--- src/rtl/crc32_pkg.sv ---
// Shared constants and byte-level helpers for the IEEE 802.3 CRC-32 datapath.
// The register is kept in MSB-first form; wire bytes are LSB-first, hence the bit reversals.
package crc32_pkg;

  localparam logic [31:0] CRC_POLY    = 32'h04C11DB7;
  localparam logic [31:0] CRC_INIT    = 32'hFFFFFFFF;
  localparam logic [31:0] CRC_RESIDUE = 32'hC704DD7B;
  localparam int          NB_W        = 4;

  typedef enum logic {
    ST_IDLE,
    ST_FRAME
  } state_e;

  function automatic logic [7:0] bitrev8(input logic [7:0] b);
    logic [7:0] r;
    for (int unsigned i = 0; i < 8; i++) begin
      r[i] = b[7-i];
    end
    return r;
  endfunction

  function automatic logic [31:0] crc32_byte(input logic [31:0] crc, input logic [7:0] data_byte);
    logic [31:0] c;
    c = crc ^ {bitrev8(data_byte), 24'h000000};
    for (int unsigned i = 0; i < 8; i++) begin
      c = c[31] ? ({c[30:0], 1'b0} ^ CRC_POLY) : {c[30:0], 1'b0};
    end
    return c;
  endfunction

  // Complemented register with each byte flipped back to wire order; first FCS byte lands in [31:24].
  function automatic logic [31:0] crc32_fcs(input logic [31:0] crc);
    logic [31:0] c;
    c = ~crc;
    return {bitrev8(c[31:24]), bitrev8(c[23:16]), bitrev8(c[15:8]), bitrev8(c[7:0])};
  endfunction

endpackage

--- src/rtl/crc32_comb.sv ---
// Combinational CRC-32 update over the first nbytes bytes of a beat (first wire byte in the MSBs).
module crc32_comb
  import crc32_pkg::*;
#(
  parameter int DATA_BYTES = 4
) (
  input  logic [31:0]             crc_in,
  input  logic [8*DATA_BYTES-1:0] data,
  input  logic [NB_W-1:0]         nbytes,
  output logic [31:0]             crc_out
);

  always_comb begin
    crc_out = crc_in;
    for (int unsigned i = 0; i < DATA_BYTES; i++) begin
      if (i < 32'(nbytes)) begin
        crc_out = crc32_byte(crc_out, data[8*(DATA_BYTES-1-i) +: 8]);
      end
    end
  end

endmodule

--- src/rtl/crc32_fcs_engine.sv ---
// Ethernet FCS generate/check engine: frame-tracking FSM, optional input register stage,
// saturating length counter and held result outputs.
module crc32_fcs_engine
  import crc32_pkg::*;
#(
  parameter int  DATA_BYTES = 4,
  parameter int  PIPE       = 0,
  localparam int MW         = (DATA_BYTES > 1) ? $clog2(DATA_BYTES) : 1
) (
  input  logic                    clk,
  input  logic                    rst_n,
  input  logic                    s_valid,
  input  logic                    s_sop,
  input  logic                    s_eop,
  input  logic [MW-1:0]           s_mod,
  input  logic [8*DATA_BYTES-1:0] s_data,
  input  logic                    s_check,
  output logic                    crc_valid,
  output logic [31:0]             crc_o,
  output logic                    crc_ok,
  output logic [15:0]             len_o,
  output logic                    err_o
);

  logic                    b_valid, b_sop, b_eop, b_check;
  logic [MW-1:0]           b_mod;
  logic [8*DATA_BYTES-1:0] b_data;

  if (PIPE != 0) begin : g_pipe
    logic                    p_valid_q, p_valid_d, p_sop_q, p_sop_d;
    logic                    p_eop_q, p_eop_d, p_check_q, p_check_d;
    logic [MW-1:0]           p_mod_q, p_mod_d;
    logic [8*DATA_BYTES-1:0] p_data_q, p_data_d;

    // Framing bits are qualified by valid; the payload only loads on valid beats.
    always_comb begin
      p_valid_d = s_valid;
      p_sop_d   = s_valid & s_sop;
      p_eop_d   = s_valid & s_eop;
      p_check_d = s_valid ? s_check : p_check_q;
      p_mod_d   = s_valid ? s_mod : p_mod_q;
      p_data_d  = s_valid ? s_data : p_data_q;
    end

    always_ff @(posedge clk) begin
      if (!rst_n) begin
        p_valid_q <= 1'b0;
        p_sop_q   <= 1'b0;
        p_eop_q   <= 1'b0;
        p_check_q <= 1'b0;
        p_mod_q   <= '0;
        p_data_q  <= '0;
      end else begin
        p_valid_q <= p_valid_d;
        p_sop_q   <= p_sop_d;
        p_eop_q   <= p_eop_d;
        p_check_q <= p_check_d;
        p_mod_q   <= p_mod_d;
        p_data_q  <= p_data_d;
      end
    end

    assign b_valid = p_valid_q;
    assign b_sop   = p_sop_q;
    assign b_eop   = p_eop_q;
    assign b_check = p_check_q;
    assign b_mod   = p_mod_q;
    assign b_data  = p_data_q;
  end else begin : g_nopipe
    assign b_valid = s_valid;
    assign b_sop   = s_sop;
    assign b_eop   = s_eop;
    assign b_check = s_check;
    assign b_mod   = s_mod;
    assign b_data  = s_data;
  end

  state_e      state_q, state_d;
  logic [31:0] crc_q, crc_d;
  logic [15:0] len_q, len_d;
  logic        mode_q, mode_d;
  logic        crc_valid_q, crc_valid_d;
  logic [31:0] crc_o_q, crc_o_d;
  logic        crc_ok_q, crc_ok_d;
  logic [15:0] len_o_q, len_o_d;
  logic        err_q, err_d;

  logic [NB_W-1:0] nbytes;
  logic [31:0]     crc_seed, crc_next;
  logic [16:0]     len_sum;
  logic [15:0]     len_next;
  logic            mode_eff;

  // A sop beat always restarts from init, so the sop path never looks at the running register.
  always_comb begin
    nbytes = NB_W'(DATA_BYTES);
    if (b_eop && (b_mod != '0)) begin
      nbytes = NB_W'(b_mod);
    end
    crc_seed = b_sop ? CRC_INIT : crc_q;
    len_sum  = (b_sop ? 17'd0 : {1'b0, len_q}) + 17'(nbytes);
    len_next = len_sum[16] ? 16'hFFFF : len_sum[15:0];
    mode_eff = b_sop ? b_check : mode_q;
  end

  crc32_comb #(.DATA_BYTES(DATA_BYTES)) u_comb (
    .crc_in (crc_seed),
    .data   (b_data),
    .nbytes (nbytes),
    .crc_out(crc_next)
  );

  always_comb begin
    state_d     = state_q;
    crc_d       = crc_q;
    len_d       = len_q;
    mode_d      = mode_q;
    crc_valid_d = 1'b0;
    crc_o_d     = crc_o_q;
    crc_ok_d    = crc_ok_q;
    len_o_d     = len_o_q;
    err_d       = 1'b0;
    if (b_valid) begin
      if (b_sop || (state_q == ST_FRAME)) begin
        err_d  = b_sop && (state_q == ST_FRAME);
        mode_d = mode_eff;
        crc_d  = crc_next;
        len_d  = len_next;
        if (b_eop) begin
          state_d     = ST_IDLE;
          crc_valid_d = 1'b1;
          crc_o_d     = crc32_fcs(crc_next);
          crc_ok_d    = mode_eff && (crc_next == CRC_RESIDUE);
          len_o_d     = len_next;
        end else begin
          state_d = ST_FRAME;
        end
      end else begin
        err_d = 1'b1;
      end
    end
  end

  always_ff @(posedge clk) begin
    if (!rst_n) begin
      state_q     <= ST_IDLE;
      crc_q       <= CRC_INIT;
      len_q       <= '0;
      mode_q      <= 1'b0;
      crc_valid_q <= 1'b0;
      crc_o_q     <= '0;
      crc_ok_q    <= 1'b0;
      len_o_q     <= '0;
      err_q       <= 1'b0;
    end else begin
      state_q     <= state_d;
      crc_q       <= crc_d;
      len_q       <= len_d;
      mode_q      <= mode_d;
      crc_valid_q <= crc_valid_d;
      crc_o_q     <= crc_o_d;
      crc_ok_q    <= crc_ok_d;
      len_o_q     <= len_o_d;
      err_q       <= err_d;
    end
  end

  assign crc_valid = crc_valid_q;
  assign crc_o     = crc_o_q;
  assign crc_ok    = crc_ok_q;
  assign len_o     = len_o_q;
  assign err_o     = err_q;

endmodule

--- config.mk ---
export PLATFORM = sky130hd
export DESIGN_NAME = crc32_fcs_engine
export DESIGN_NICKNAME = d
export VERILOG_FILES = /design/src/rtl/crc32_pkg.sv /design/src/rtl/crc32_comb.sv /design/src/rtl/crc32_fcs_engine.sv
export SDC_FILE = /design/constraint.sdc
export NUM_CORES = 1
export LEC_CHECK = 0
export BUFFER_PORTS_ARGS = -buffer_cell sky130_fd_sc_hd__buf_2
export CAP_MARGIN = 20
export CORE_MARGIN = 8
export CORE_UTILIZATION = 60
export CTS_CLUSTER_DIAMETER = 30
export CTS_CLUSTER_SIZE = 16
export DETAILED_ROUTE_END_ITERATION = 16
export PLACE_DENSITY_LB_ADDON = 0.15
export SETUP_SLACK_MARGIN = 0.15
export SLEW_MARGIN = 25
export SYNTH_ARGS = -nofsm -noshare
export SYNTH_HDL_FRONTEND = slang
export SYNTH_SLANG_ARGS = --single-unit
export TNS_END_PERCENT = 1
--- constraint.sdc ---
create_clock -name clk -period 7.44 [get_ports clk]
set_clock_uncertainty 0.1 [all_clocks]
set_input_delay 0.744 -clock clk [delete_from_list [all_inputs] [get_ports clk]]
set_output_delay 0.744 -clock clk [all_outputs]
set_load 0.01 [all_outputs]
### Word-level counts from Yosys, hierarchy flattened

Cells that the tools add are included.

* add/subtract/negate cells: 1
* magnitude comparators: 4
* equality and inequality tests: 1
* muxes and demuxes: 44
* bitwise gates (word level): 37
* reductions and logical operators: 9

Operators by type and width (count)
* 2-to-1 mux 27 bit: 32
* inverter 14 bit: 32
* 2-to-1 mux 32 bit: 5
* XOR 32 bit: 4
* equality test 32 bit (second input constant): 1
* 2-to-1 mux 16 bit: 2
* inverter 32 bit: 1
* adder 16 x 4 -> 17 bit: 1
* < comparator 1 x 3 -> 1 bit (first input constant): 2
* < comparator 2 x 3 -> 1 bit (first input constant): 2
* AND reduction 3 bit: 2
* 2-to-1 mux 1 bit: 4
* AND reduction 2 bit: 2
* logical AND 1 bit: 3
* 2-to-1 mux 3 bit: 1
* nonzero test 2 bit: 1
* logical OR 1 bit: 1

* bits in registers: 101
* input bits: 40
* output and inout port bits: 51
* logic and storage cells: 105

### Longest topological paths before layout

* depth after elaboration: 75
* depth in mapped cells: 22

### By module

A second synthesis with hierarchy kept.

* cell total of the unflattened synthesis: 1091
* area total of the unflattened synthesis: 9898.2 sq um

Modules (own cells, without submodules)
* crc32_comb: instances 1, cells each 580, area each 5616.6 sq um, sequential area each 0.0 sq um
* crc32_fcs_engine: instances 1, cells each 511, area each 4281.6 sq um, sequential area each 2021.9 sq um

### Least setup slack after synthesis

No wires, ideal clock.

* kind: input to register
* start point: input s_data[24]
* end point: register crc_ok_q (netlist: crc_ok)
* library setup time: 0.067 ns
* arrival time: 5.374 ns
* data required time: 7.273 ns
* setup slack: 1.898 ns
* stages on the path: 18
* buffers on the path: 2
* path through: buf_6 > xnor2_2 > xnor3_2 > xnor2_4 > xnor3_1 > nor4b_4 > a2111oi_4 > and2_1 > buf_4 > xnor3_2 > mux2i_4 > xnor3_1 > xnor3_1 > a22oi_1 > o21ai_1 > nor4_4 > o2111ai_1 > o21ai_2

* cells in the longest elaborated chain, start to end: 50
* elaborated cells between the ends (all ways): 73
* those cells by class: 1 x eq/ne; 36 x mux; 35 x bitwise; 1 x reduce/logical

Ends and longest elaborated chain
* start: declaration: line crc32_fcs_engine.sv:16 `input logic [8*DATA_BYTES-1:0] s_data,`
* XOR 32 bit (*): line crc32_pkg.sv:25 `c = crc ^ {bitrev8(data_byte), 24'h000000};`
* 2-to-1 mux 27 bit (*): line crc32_pkg.sv:27 `c = c[31] ? ({c[30:0], 1'b0} ^ CRC_POLY) : {c[30:0], 1'b0};`
* inverter 14 bit (no source line)
* 2-to-1 mux 27 bit: line crc32_pkg.sv:27
* inverter 14 bit (no source line)
* 2-to-1 mux 27 bit (2 in a row): line crc32_pkg.sv:27
* inverter 14 bit (no source line)
* 2-to-1 mux 27 bit: line crc32_pkg.sv:27
* (+32 left out)
* 2-to-1 mux 32 bit (*): line crc32_comb.sv:16 `if (i < 32'(nbytes)) begin`
* XOR 32 bit: line crc32_pkg.sv:25
* 2-to-1 mux 27 bit (2 in a row): line crc32_pkg.sv:27
* inverter 14 bit (no source line)
* 2-to-1 mux 27 bit: line crc32_pkg.sv:27
* 2-to-1 mux 32 bit (*): line crc32_comb.sv:16
* equality test 32 bit (*): line crc32_fcs_engine.sv:133 `crc_ok_d = mode_eff && (crc_next == CRC_RESIDUE);`
* logical AND 1 bit (*): line crc32_fcs_engine.sv:133
* end signal: assignment: line crc32_fcs_engine.sv:162 `crc_ok_q <= crc_ok_d;`
* end: declaration: line crc32_fcs_engine.sv:84 `logic crc_ok_q, crc_ok_d;`

Mark *: on every way between the ends. The rest lies on a longest branch, timed or not.
A chain may end at the register's enable or synchronous reset.

### Final worst setup path

* start point: input s_sop
* end point: register crc_ok_q (netlist: crc_ok)

* cells in the longest elaborated chain, start to end: 51
* elaborated cells between the ends (all ways): 78
* those cells by class: 1 x eq/ne; 38 x mux; 36 x bitwise; 3 x reduce/logical

Ends and longest elaborated chain
* start: declaration: line crc32_fcs_engine.sv:13 `input logic s_sop,`
* 2-to-1 mux 32 bit: line crc32_fcs_engine.sv:100 `crc_seed = b_sop ? CRC_INIT : crc_q;`
* XOR 32 bit: line crc32_pkg.sv:25
* 2-to-1 mux 27 bit / inverter 14 bit (equally long branches)
* inverter 14 bit (no source line) / 2-to-1 mux 27 bit (equally long branches)
* 2-to-1 mux 27 bit / inverter 14 bit (equally long branches) (2 in a row)
* 2-to-1 mux 27 bit, or another cell as far along (4 in a row): line crc32_pkg.sv:27
* inverter 14 bit (no source line), or another cell as far along
* 2-to-1 mux 27 bit, or another cell as far along: line crc32_pkg.sv:27
* (+30 left out)
* inverter 14 bit (no source line), or another cell as far along
* 2-to-1 mux 27 bit, or another cell as far along: line crc32_pkg.sv:27
* inverter 14 bit (no source line) / 2-to-1 mux 27 bit (equally long branches)
* 2-to-1 mux 27 bit / inverter 14 bit (equally long branches) (2 in a row)
* 2-to-1 mux 27 bit: line crc32_pkg.sv:27
* 2-to-1 mux 32 bit: line crc32_comb.sv:16
* equality test 32 bit: line crc32_fcs_engine.sv:133
* logical AND 1 bit: line crc32_fcs_engine.sv:133

Parallel ways exist; a longest one is shown, timed or not.

==> results.txt <==
- The flow ran to the end, and the final reports show no timing, DRC or antenna violations.
- HPWL after detailed placement: 23200 um
* Global-route wire length before repair: 45700 um
- The number of hold buffers added after CTS was 0.
- Kind of end point of the critical path: register
- CTS Buf Count: 9
* Area added between synthesis and finish: 7.87%
- Antenna Violating Nets Remaining: 0
* Worst rel slew slack: 43.7%
- Post-synthesis share of cell area spent on full adders, half adders and majority gates: 0.705%
* Main combinational cell family by area after synthesis: XOR/XNOR gates
- Worst-path clk slew: 0.07 ns
* Drt drc: 0
* Register bit total from synthesis: 101
- STA classifies the critical path startpoint as an input pin.
- TritonCTS clock tree: yes
- Buffers added on ports: 90
* Number of buffers inserted to repair setup after CTS: 0
- Number of levels in the clock H-tree: 3
* Global router's overall resource usage: 28.8%
* Final Cycle Share: 86.7%
* Count of flip-flops with a built-in enable after synthesis: 0
* Total count of max-transition violations in the final report: 0
* Fraction of synthesized area in multiplexers: 3.50%
- Fmax achieved: 155 MHz
* Compound-Gate Fraction of Synth Area: 17.0%
* Latest clock arrival within the worst-skew pair: 0.34 ns
- Entering global routing, the biggest net connects 65 pins.
* Slew @ Worst Pin: 0.836 ns
- Before antenna repair, the detailed router went through 6 iterations.
- Number of global-route vias before repair: 8045
* Row count: 47
- The routed design has 29700 um of wire.
- Share of flip-flops with an asynchronous set or reset: 0%
- Total I/O pin count: 91
* Routed length per placed instance: 21.3 um
* Ratio of cells with drive above 1 in the final layout: 16.1%
- Synthesized netlist cell count: 1126
* Count of instances resized after the clock tree is built: 0
* Width of the die: 145 um
- For the worst setup path, the data required time is 7.62 ns.
- The share of the Yosys chip area taken by registers is 20.4%.
- After Yosys synthesis, and, or, nand and nor cells account for 16.1% of the synthesized area.
- Core region area: 16400 um^2
- Number of distinct library cell variants in the gate-level netlist after synthesis: 85
* Total via count after detailed routing: 8333
* GRT Residual Overflow: 0
- TNS Setup: 0 ns
- Post-route minimum period: 6.45 ns
- Unrepaired setup endpoints after global routing: false
- Xor and xnor area share after synthesis: 37.3%
- The mapped netlist covers 9930 um^2.
* # diodes: 0
* TritonCTS sink count: 101
- Average instance area after synthesis: 8.82 um^2
* Die Outline Area: 20900 um^2
* Yosys warnings: 0
- For the worst setup path, the data arrival time is 6.63 ns.
* Clock root buffer: sky130_fd_sc_hd__clkbuf_16
* Type of the worst min-delay path: register to register
- Along the worst path, the maximum fanout reaches 40.
* Detailed-route vias per instance: 5.97
- The worst setup path is of the input pin to register kind.
- Setup-failing EPs final: 0
* Total number of nets in the final design: 1215
* Max Cap Violations: 0
- Synthesis produced a netlist with a net count of 1171.
* Die Span Y: 145 um
* Violation count after the first detailed-route iteration: 856
* Initial Util: 60.5%
* Routability-driven placement congestion ratio: 0.933
- Clk buf depth: 2
- The initial antenna violation count was 0.
- The count of final hold-check violations came to 0.
* Most frequently used flop master after synthesis: sky130_fd_sc_hd__dfxtp_1
[cell type report]
cell class | instances | area (um^2)
Inverter | 11 | 41.3
Sequential cell | 101 | 2020
Timing Repair Buffer | 110 | 601
Tap cell | 220 | 275
Clock buffer | 12 | 267
Clock inverter | 4 | 76.3
Multi-Input combinational cell | 937 | 7430
Fill cell | 1392 | 5690
[synth_stat cells (all sizes together), types with 3 or more instances]
cell type	count	area [um^2]
nand2b	4	25.0
or2	3	18.8
nor4	5	52.6
a21o	5	37.5
nand4	4	25.0
nand2	124	473
buf	30	210
o21ai	58	302
and2	8	50.1
dfxtp	101	2020
xor3	8	191
nand3	26	130
o211ai	40	305
mux2	9	105
nor2	115	439
nor3	19	95.1
a22oi	3	22.5
xnor3	47	1080
inv	10	37.5
clkbuf	46	246
o211a	4	40.0
nor2b	11	68.8
xnor2	184	1740
and3	9	56.3
a21oi	50	265
xor2	73	696
a211o	3	26.3
a211oi	19	148
o2111ai	3	26.3
ha	4	50.1
o21a	6	45.0
or3	10	62.6
a22o	29	254
mux2i	23	243
[worst paths after layout]
kind                                 from         to  slack (ns)  depth (start not counted)
worst max-delay path                s_sop     crc_ok        0.99                         19
worst min-delay path            len_o[14]  len_o[14]        0.34                          2
worst max register to register  crc_q[29]     crc_ok        1.23                         17
worst min register to register  len_o[14]  len_o[14]        0.34                          2
[layout by cell type (no fill, tap or decap), types with 5 or more instances in the layout]
cell / netlist / final
sky130_fd_sc_hd__a211oi_1: 18 / 18
sky130_fd_sc_hd__a21o_1: 5 / 5
sky130_fd_sc_hd__a21oi_1: 46 / 45
sky130_fd_sc_hd__a22o_1: 29 / 29
sky130_fd_sc_hd__and2_1: 8 / 8
sky130_fd_sc_hd__and3_1: 9 / 9
sky130_fd_sc_hd__buf_2: 12 / 90
sky130_fd_sc_hd__buf_4: 4 / 20
sky130_fd_sc_hd__clkbuf_16: 0 / 9
sky130_fd_sc_hd__dfxtp_1: 101 / 101
sky130_fd_sc_hd__inv_1: 8 / 8
sky130_fd_sc_hd__mux2_2: 8 / 8
sky130_fd_sc_hd__mux2i_1: 22 / 22
sky130_fd_sc_hd__nand2_1: 123 / 123
sky130_fd_sc_hd__nand3_1: 26 / 26
sky130_fd_sc_hd__nor2_1: 114 / 114
sky130_fd_sc_hd__nor2b_1: 11 / 10
sky130_fd_sc_hd__nor3_1: 19 / 19
sky130_fd_sc_hd__o211ai_1: 39 / 39
sky130_fd_sc_hd__o21a_1: 6 / 6
sky130_fd_sc_hd__o21ai_0: 51 / 51
sky130_fd_sc_hd__or3_1: 10 / 10
sky130_fd_sc_hd__xnor2_1: 173 / 173
sky130_fd_sc_hd__xnor2_2: 7 / 7
sky130_fd_sc_hd__xnor3_1: 39 / 39
sky130_fd_sc_hd__xnor3_2: 5 / 5
sky130_fd_sc_hd__xor2_1: 67 / 67
sky130_fd_sc_hd__xor2_2: 5 / 5
sky130_fd_sc_hd__xor3_1: 7 / 7
[routing by layer]
layer / global-route usage (%) / routed length (um)
met5: 0 / 0
met4: 15.1 / 1460
met3: 5.51 / 2170
met2: 45.0 / 13100
met1: 37.3 / 13000
[worst max-delay path, cell delays in order]
cell and delay [ns]:
sky130_fd_sc_hd__buf_2 0.54, sky130_fd_sc_hd__buf_4 0.36, sky130_fd_sc_hd__nor2_1 0.07, sky130_fd_sc_hd__mux2i_1 0.18, sky130_fd_sc_hd__xor2_1 0.35, sky130_fd_sc_hd__xnor3_2 0.41
sky130_fd_sc_hd__xor2_1 0.58, sky130_fd_sc_hd__nor4b_4 0.10, sky130_fd_sc_hd__a2111oi_4 0.42, sky130_fd_sc_hd__and2_1 0.42, sky130_fd_sc_hd__xnor3_2 0.51, sky130_fd_sc_hd__mux2i_4 0.28
sky130_fd_sc_hd__xor2_2 0.29, sky130_fd_sc_hd__xor3_1 0.42, sky130_fd_sc_hd__xnor2_1 0.16, sky130_fd_sc_hd__o21ai_0 0.16, sky130_fd_sc_hd__nor4_2 0.28, sky130_fd_sc_hd__o2111ai_1 0.18
sky130_fd_sc_hd__o21ai_2 0.14
[registers in the layout (all words and copies together) (netlist names)]
register   cells
crc_q         32
crc_o         32
crc_ok         1
crc_valid      1
err_o          1
state_q        1
len_o         16
mode_q         1
len_q         16
[cells by family after synthesis]
kind of cell	count (synthesis)
compound gates	240
xor+xnor	312
fa+ha+maj	5
buf+inv	88
flops	101
mux	32
simple gates	348
[per-stage QoR]
stage	std cells	utilization (%)	hold WS [ns]	cell area (um^2)	worst slack, ns
floorplan	1126	-	0.342	9930	1.90
global placement	1379	63.2	0.322	10400	0.904
detailed placement	1379	63.2	0.328	10400	0.752
CTS	1395	65.3	0.340	10700	1.07
global route	1395	65.3	0.372	10700	0.600
finish	1395	65.3	0.342	10700	0.987
Power is left out: the tool's default activity adds up to more than one toggle a clock period on the data nets, which glitch-free logic cannot reach.
